`src/rtl/apb_cmd_bridge_if.sv`:
```
// APB bus bundle shared by the command bridge (src side) and a register
// block (dst side). The src side drives the request, the dst side answers.
interface apb_if;
  logic        psel;
  logic        penable;
  logic        pwrite;
  logic [31:0] paddr;
  logic [31:0] pwdata;
  logic [31:0] prdata;
  logic        pready;
  logic        pslverr;

  modport src (
    output psel, penable, pwrite, paddr, pwdata,
    input  prdata, pready, pslverr
  );

  modport dst (
    input  psel, penable, pwrite, paddr, pwdata,
    output prdata, pready, pslverr
  );
endinterface

```
`src/rtl/apb_cmd_bridge.sv`:
```
// apb_cmd_bridge: turns a valid/ready command stream into single APB
// transfers (IDLE -> SETUP -> ACCESS -> RESP) and returns the result on a
// valid/ready response channel. Exactly one transfer is in flight at a time.
//
// Optional feature: define APB_TIMEOUT_EN to abort ACCESS phases that wait
// longer than TIMEOUT_CYCLES cycles. An aborted transfer answers with
// rsp_err=1 and rsp_rdata=32'hBADD_C0DE and bumps the saturating
// timeout_cnt. Without the macro no counter exists and timeout_cnt is 0.
module apb_cmd_bridge #(
  parameter int TIMEOUT_CYCLES = 64
) (
  input  logic        clk,
  input  logic        rst_n,
  input  logic        cmd_valid,
  output logic        cmd_ready,
  input  logic        cmd_write,
  input  logic [31:0] cmd_addr,
  input  logic [31:0] cmd_wdata,
  output logic        rsp_valid,
  input  logic        rsp_ready,
  output logic [31:0] rsp_rdata,
  output logic        rsp_err,
  apb_if.src          apbOut,
  output logic [7:0]  timeout_cnt
);

  typedef enum logic [1:0] {
    IDLE   = 2'd0,
    SETUP  = 2'd1,
    ACCESS = 2'd2,
    RESP   = 2'd3
  } stateT;

  // Data returned when a transfer is abandoned because the slave never answered.
  localparam logic [31:0] TimeoutData = 32'hBADD_C0DE;

  // The counter is 8 bits wide, so the limit must stay inside 2..255.
  if (TIMEOUT_CYCLES < 2 || TIMEOUT_CYCLES > 255) begin : gTimeoutRange
    $error("apb_cmd_bridge: TIMEOUT_CYCLES must be in 2..255");
  end

  stateT       stateReg;
  logic        pselReg;
  logic        penableReg;
  logic        pwriteReg;
  logic [31:0] paddrReg;
  logic [31:0] pwdataReg;
  logic        rspValidReg;
  logic [31:0] rspRdataReg;
  logic        rspErrReg;

`ifdef APB_TIMEOUT_EN
  // The counter holds the number of ACCESS cycles already completed, so the
  // last permitted cycle is the one where it equals TIMEOUT_CYCLES-1.
  localparam logic [7:0] AccessLimit = 8'(TIMEOUT_CYCLES - 1);

  logic [7:0] accessCntReg;
  logic [7:0] timeoutCntReg;
`endif

  // Transfer sequencer: all APB and response outputs are registered here.
  always_ff @(posedge clk or negedge rst_n) begin
    if (!rst_n) begin
      stateReg    <= IDLE;
      pselReg     <= 1'b0;
      penableReg  <= 1'b0;
      pwriteReg   <= 1'b0;
      paddrReg    <= '0;
      pwdataReg   <= '0;
      rspValidReg <= 1'b0;
      rspRdataReg <= '0;
      rspErrReg   <= 1'b0;
`ifdef APB_TIMEOUT_EN
      accessCntReg  <= '0;
      timeoutCntReg <= '0;
`endif
    end else begin
      case (stateReg)
        IDLE: begin
          // cmd_ready is high throughout IDLE, so cmd_valid alone is the handshake.
          if (cmd_valid) begin
            pwriteReg <= cmd_write;
            paddrReg  <= cmd_addr;
            pwdataReg <= cmd_wdata;
            pselReg   <= 1'b1;
            stateReg  <= SETUP;
          end
        end

        SETUP: begin
          penableReg <= 1'b1;
          stateReg   <= ACCESS;
`ifdef APB_TIMEOUT_EN
          accessCntReg <= '0;
`endif
        end

        ACCESS: begin
          if (apbOut.pready) begin
            // A slave answer always wins, even on the last permitted cycle.
            rspRdataReg <= pwriteReg ? 32'h0 : apbOut.prdata;
            rspErrReg   <= apbOut.pslverr;
            rspValidReg <= 1'b1;
            pselReg     <= 1'b0;
            penableReg  <= 1'b0;
            stateReg    <= RESP;
          end
`ifdef APB_TIMEOUT_EN
          else if (accessCntReg == AccessLimit) begin
            rspRdataReg <= TimeoutData;
            rspErrReg   <= 1'b1;
            rspValidReg <= 1'b1;
            pselReg     <= 1'b0;
            penableReg  <= 1'b0;
            stateReg    <= RESP;
            if (timeoutCntReg != 8'hFF) begin
              timeoutCntReg <= timeoutCntReg + 8'd1;
            end
          end else begin
            accessCntReg <= accessCntReg + 8'd1;
          end
`endif
        end

        RESP: begin
          if (rsp_ready) begin
            rspValidReg <= 1'b0;
            stateReg    <= IDLE;
          end
        end

        default: begin
          stateReg <= IDLE;
        end
      endcase
    end
  end

  // Gating with rst_n keeps cmd_ready low for the whole reset pulse and lets
  // it rise as soon as reset is released, without waiting for a clock edge.
  assign cmd_ready = (stateReg == IDLE) && rst_n;

  assign rsp_valid = rspValidReg;
  assign rsp_rdata = rspRdataReg;
  assign rsp_err   = rspErrReg;

  assign apbOut.psel    = pselReg;
  assign apbOut.penable = penableReg;
  assign apbOut.pwrite  = pwriteReg;
  assign apbOut.paddr   = paddrReg;
  assign apbOut.pwdata  = pwdataReg;

`ifdef APB_TIMEOUT_EN
  assign timeout_cnt = timeoutCntReg;
`else
  assign timeout_cnt = 8'h00;
`endif

endmodule

```
`src/flat_wrapper.sv`:
```
// flat-port wrapper written by rule: the top's interface ports become plain ports
module apb_cmd_bridge_flat 
#(
  parameter int TIMEOUT_CYCLES = 64
)
  (clk, rst_n, cmd_valid, cmd_ready, cmd_write, cmd_addr, cmd_wdata, rsp_valid, rsp_ready, rsp_rdata, rsp_err, timeout_cnt, apbOut_psel, apbOut_penable, apbOut_pwrite, apbOut_paddr, apbOut_pwdata, apbOut_prdata, apbOut_pready, apbOut_pslverr);
  apb_if apbOut_i ();
  input  logic clk;
  input  logic rst_n;
  input  logic cmd_valid;
  output logic cmd_ready;
  input  logic cmd_write;
  input  logic [31:0] cmd_addr;
  input  logic [31:0] cmd_wdata;
  output logic rsp_valid;
  input  logic rsp_ready;
  output logic [31:0] rsp_rdata;
  output logic rsp_err;
  output logic [7:0] timeout_cnt;
  output wire logic [$bits(apbOut_i.psel)-1:0] apbOut_psel;
  output wire logic [$bits(apbOut_i.penable)-1:0] apbOut_penable;
  output wire logic [$bits(apbOut_i.pwrite)-1:0] apbOut_pwrite;
  output wire logic [$bits(apbOut_i.paddr)-1:0] apbOut_paddr;
  output wire logic [$bits(apbOut_i.pwdata)-1:0] apbOut_pwdata;
  input wire logic [$bits(apbOut_i.prdata)-1:0] apbOut_prdata;
  input wire logic [$bits(apbOut_i.pready)-1:0] apbOut_pready;
  input wire logic [$bits(apbOut_i.pslverr)-1:0] apbOut_pslverr;
  assign apbOut_psel = apbOut_i.psel;
  assign apbOut_penable = apbOut_i.penable;
  assign apbOut_pwrite = apbOut_i.pwrite;
  assign apbOut_paddr = apbOut_i.paddr;
  assign apbOut_pwdata = apbOut_i.pwdata;
  assign apbOut_i.prdata = apbOut_prdata;
  assign apbOut_i.pready = apbOut_pready;
  assign apbOut_i.pslverr = apbOut_pslverr;
  apb_cmd_bridge #(.TIMEOUT_CYCLES(TIMEOUT_CYCLES)) u_core (.clk(clk), .rst_n(rst_n), .cmd_valid(cmd_valid), .cmd_ready(cmd_ready), .cmd_write(cmd_write), .cmd_addr(cmd_addr), .cmd_wdata(cmd_wdata), .rsp_valid(rsp_valid), .rsp_ready(rsp_ready), .rsp_rdata(rsp_rdata), .rsp_err(rsp_err), .apbOut(apbOut_i), .timeout_cnt(timeout_cnt));
endmodule
```
`config.mk`:
```
export PLATFORM = sky130hd
export DESIGN_NAME = apb_cmd_bridge_flat
export DESIGN_NICKNAME = d
export VERILOG_FILES = /design/src/rtl/apb_cmd_bridge_if.sv /design/src/rtl/apb_cmd_bridge.sv /design/src/flat_wrapper.sv
export SDC_FILE = /design/constraint.sdc
export NUM_CORES = 1
export LEC_CHECK = 0
export BUFFER_PORTS_ARGS = -buffer_cell sky130_fd_sc_hd__buf_2
export CORE_MARGIN = 2
export CORE_UTILIZATION = 30
export CTS_BUF_LIST = sky130_fd_sc_hd__clkbuf_8
export CTS_CLUSTER_SIZE = 28
export DETAILED_ROUTE_END_ITERATION = 10
export GPL_TIMING_DRIVEN = 1
export PLACE_DENSITY_LB_ADDON = 0.12
export SKIP_LAST_GASP = 1
export SYNTH_ARGS = -nofsm -noshare
export SYNTH_HDL_FRONTEND = slang
export SYNTH_SLANG_ARGS = --single-unit
```
`constraint.sdc`:
```
create_clock -name clk -period 1.45 [get_ports clk]
set_input_delay 0.29 -clock clk [delete_from_list [all_inputs] [get_ports clk]]
set_output_delay 0.29 -clock clk [all_outputs]
set_load 0.1 [all_outputs]
```
==> qor.json <==
{
  "yosys": {
    "syn_area_per_cell_um2": 13.7,
    "yosys_warnings": 0,
    "number_of_synthesized_flops_with_an_enable_pin": 0,
    "synth_async_sr_flop_share_pct": 100,
    "synth-main-ff-cell": "dfrtp_1",
    "ys_seq_area_share_pct": 59.3,
    "synthesis.instances": 316,
    "synth_largest_type_area_fraction_pct": 59.3,
    "cell_type_with_the_largest_total_area_after_synthesis": "dfrtp_1",
    "flip_flop_and_latch_count_after_synthesis": 103,
    "netlist_area_um2": 4340,
    "synth.top_cells.by_area": "dfrtp_1 (59%), mux2_4 (17%), nand2b_1 (4.8%)",
    "synthDistinctLibCells": 23
  },
  "sta": {
    "crit_path_time_final_ps": 1600,
    "tns_ps": -3940,
    "post-route-worst-setup-slack_ps": -150,
    "clock_skew_ps": 8.08,
    "timing.max_slew.rel_slack_pct": 63.6,
    "finalHoldViolCount": 8,
    "hold_worst_slack_ps": -9.90,
    "finalSetupViolations": 55,
    "max_clock_freq_mhz": 625,
    "drv_slew": 0,
    "period_share_pct": 110,
    "timing_worst_slew_pin_value_ps": 546,
    "setup_repair_after_global_routing_missed_its_margin": "yes"
  },
  "grt": {
    "grt_start_max_net_pins": 104,
    "global_route.usage.met1_pct": 20.0,
    "grt_antenna_before_repair": 0,
    "grt_pass1_vias": 3297,
    "global_route.usage.total_pct": 15.0,
    "busiest_layer": "met2",
    "grt_util_met2_pct": 22.6,
    "wire_length_of_the_first_global_routing_pass_mm": 18.3,
    "globalRouteMet3Util_pct": 6.31,
    "globalRoute.totalOverflow": 0
  },
  "critical_path": {
    "reg2reg_setup_slack_ps": -150,
    "timing.critical_path.fanout_max": 5,
    "cp-end-kind": "flop",
    "timing.critical_path.from_type": "flop",
    "r2r-end": "u_core.apbOut.paddr[25]",
    "reg2regPathDepth": 6,
    "timing_worst_setup_path_type": "flop to flop",
    "critical_path_required_ps": 1720,
    "cp_data_arrival_time_ps": 1870,
    "timing.rr.start": "u_core.stateReg[1]"
  },
  "cells_and_area": {
    "filler_cell_count": 1348,
    "antenna_cells": 0,
    "postLayoutCellArea_um2": 6500,
    "layout.cells.most_common": "buf_4",
    "layout_common_cells": "buf_4 (117), dfrtp_1 (102), buf_2 (101)",
    "nets": 656,
    "flow.area_growth_from_synthesis_pct": 49.6,
    "final_layout_size_suffix_gt1_share_pct": 59.2
  },
  "run": {
    "max_cap_violations": 0
  },
  "clock_network": {
    "sink_count": 103,
    "clk_pin_slew_ps": 110,
    "clockBufferDepth": 2,
    "cts_tree": "built",
    "clk_root_buf": "clkbuf_8",
    "worstSkewPairLatency_ps": 370,
    "ctsHtreeMaxLevel": 3,
    "hold_buffers": 0,
    "clock_buffers_created_by_tritoncts": 9
  },
  "placed_design": {
    "place_hpwl_mm": 7.73,
    "gp_routability_congestion": 0.755,
    "pre_cts_slack_ps": -54.3,
    "port_buffers": 204,
    "postPlaceCellArea_um2": 5670
  },
  "detailed_routing": {
    "routed_via_density": 4.33,
    "final_antenna_net_count": 0,
    "first_pass_iters": 5,
    "wl_per_cell_um": 15.5,
    "detail_route.wirelength_mm": 11.4,
    "route.detailed.drc": 0,
    "initialDrtViolationCount": 109,
    "via_count": 3181
  },
  "die": {
    "initial_core_util_pct": 31.0,
    "die_x_um": 124,
    "die-area_um2": 15500,
    "top_level_pins": 213,
    "rows": 43,
    "die_h_um": 124,
    "coreArea_um2": 14000
  },
  "worst_hold_path": {
    "holdCritPathClass": "input pin to async pin"
  },
  "outcome": {
    "violations": "negative hold slack, negative setup slack",
    "outcome": "complete, but fails checks"
  }
}
-- cell type report --
class                   count  area [um^2]  area share [%]
clock buffers               9          124            1.91
clock inverters             7         85.1            1.31
inverters                   5         18.8           0.289
multi-input cells         192         1710            26.4
flip-flops and latches    103         2580            39.7
well taps                 180          225            3.47
repair buffers            238         1750            26.9
-- registers in the layout, summed over array words and instances, names as in the netlist --
name and flops:
u_core.apbOut.paddr 32, u_core.apbOut.pwdata 32, u_core.rsp_rdata 32, u_core.stateReg 2, u_core.apbOut.penable 1, u_core.apbOut.psel 1, u_core.apbOut.pwrite 1, u_core.rsp_err 1
u_core.rsp_valid 1
-- layer usage --
metal	part of all wire, %	routed length (um)
met5	0	0
met4	0.40	46
met3	8.2	933
met2	47	5380
met1	44	5010
-- synth_stat cells (all sizes together), types with 2 or more instances --
cell,count
dfrtp,103
nand2b,33
clkbuf,5
nand2,34
nor2,2
buf,20
o21ai,35
inv,5
ha,4
mux2,67
-- critical path, cell delays in order (launching register included) --
cell and delay [ps]:
dfrtp_1 410, inv_2 80, ha_4 130, buf_4 190, nand2_8 100, bufbuf_16 290, mux2_4 290
-- through the flow --
stage | cells | util [%]
floorplan | 323 | -
global placement | 701 | 40.5
detailed placement | 701 | 40.5
CTS | 729 | 45.6
global route | 734 | 46.5
finish | 734 | 46.5
-- worst max-delay path by stage --
stage,start,endpoint,slack (ps),cells past startpoint
CTS,u_core.stateReg[1],cmd_ready,-190,4
finish,u_core.stateReg[1],u_core.apbOut.paddr[25],-150,6
floorplan,u_core.stateReg[1],u_core.apbOut.paddr[10],6,6
detailed placement,u_core.stateReg[0],u_core.apbOut.pwdata[1],-50,5
global placement,u_core.stateReg[0],u_core.rsp_rdata[31],-6,6
global route,u_core.stateReg[1],cmd_ready,-230,4
-- what timing repair did --
action	in CTS	in global routing
gates resized for setup	123	12
buffers inserted	9	2
cloned	3	3
endpoints found under the setup margin	190	96
pin swaps	2	0
-- kinds of logic after synthesis --
group	count (synthesis)	share of synthesized area [%]
simple gates	71	8.15
flops	103	59.3
fa+ha+maj	4	1.15
other cells	1	0.0863
buf+inv	30	4.49
mux	68	21.9
compound gates	39	4.84
Power is left out: the tool's default activity adds up to more than one toggle a clock period on the data nets, which glitch-free logic cannot reach.
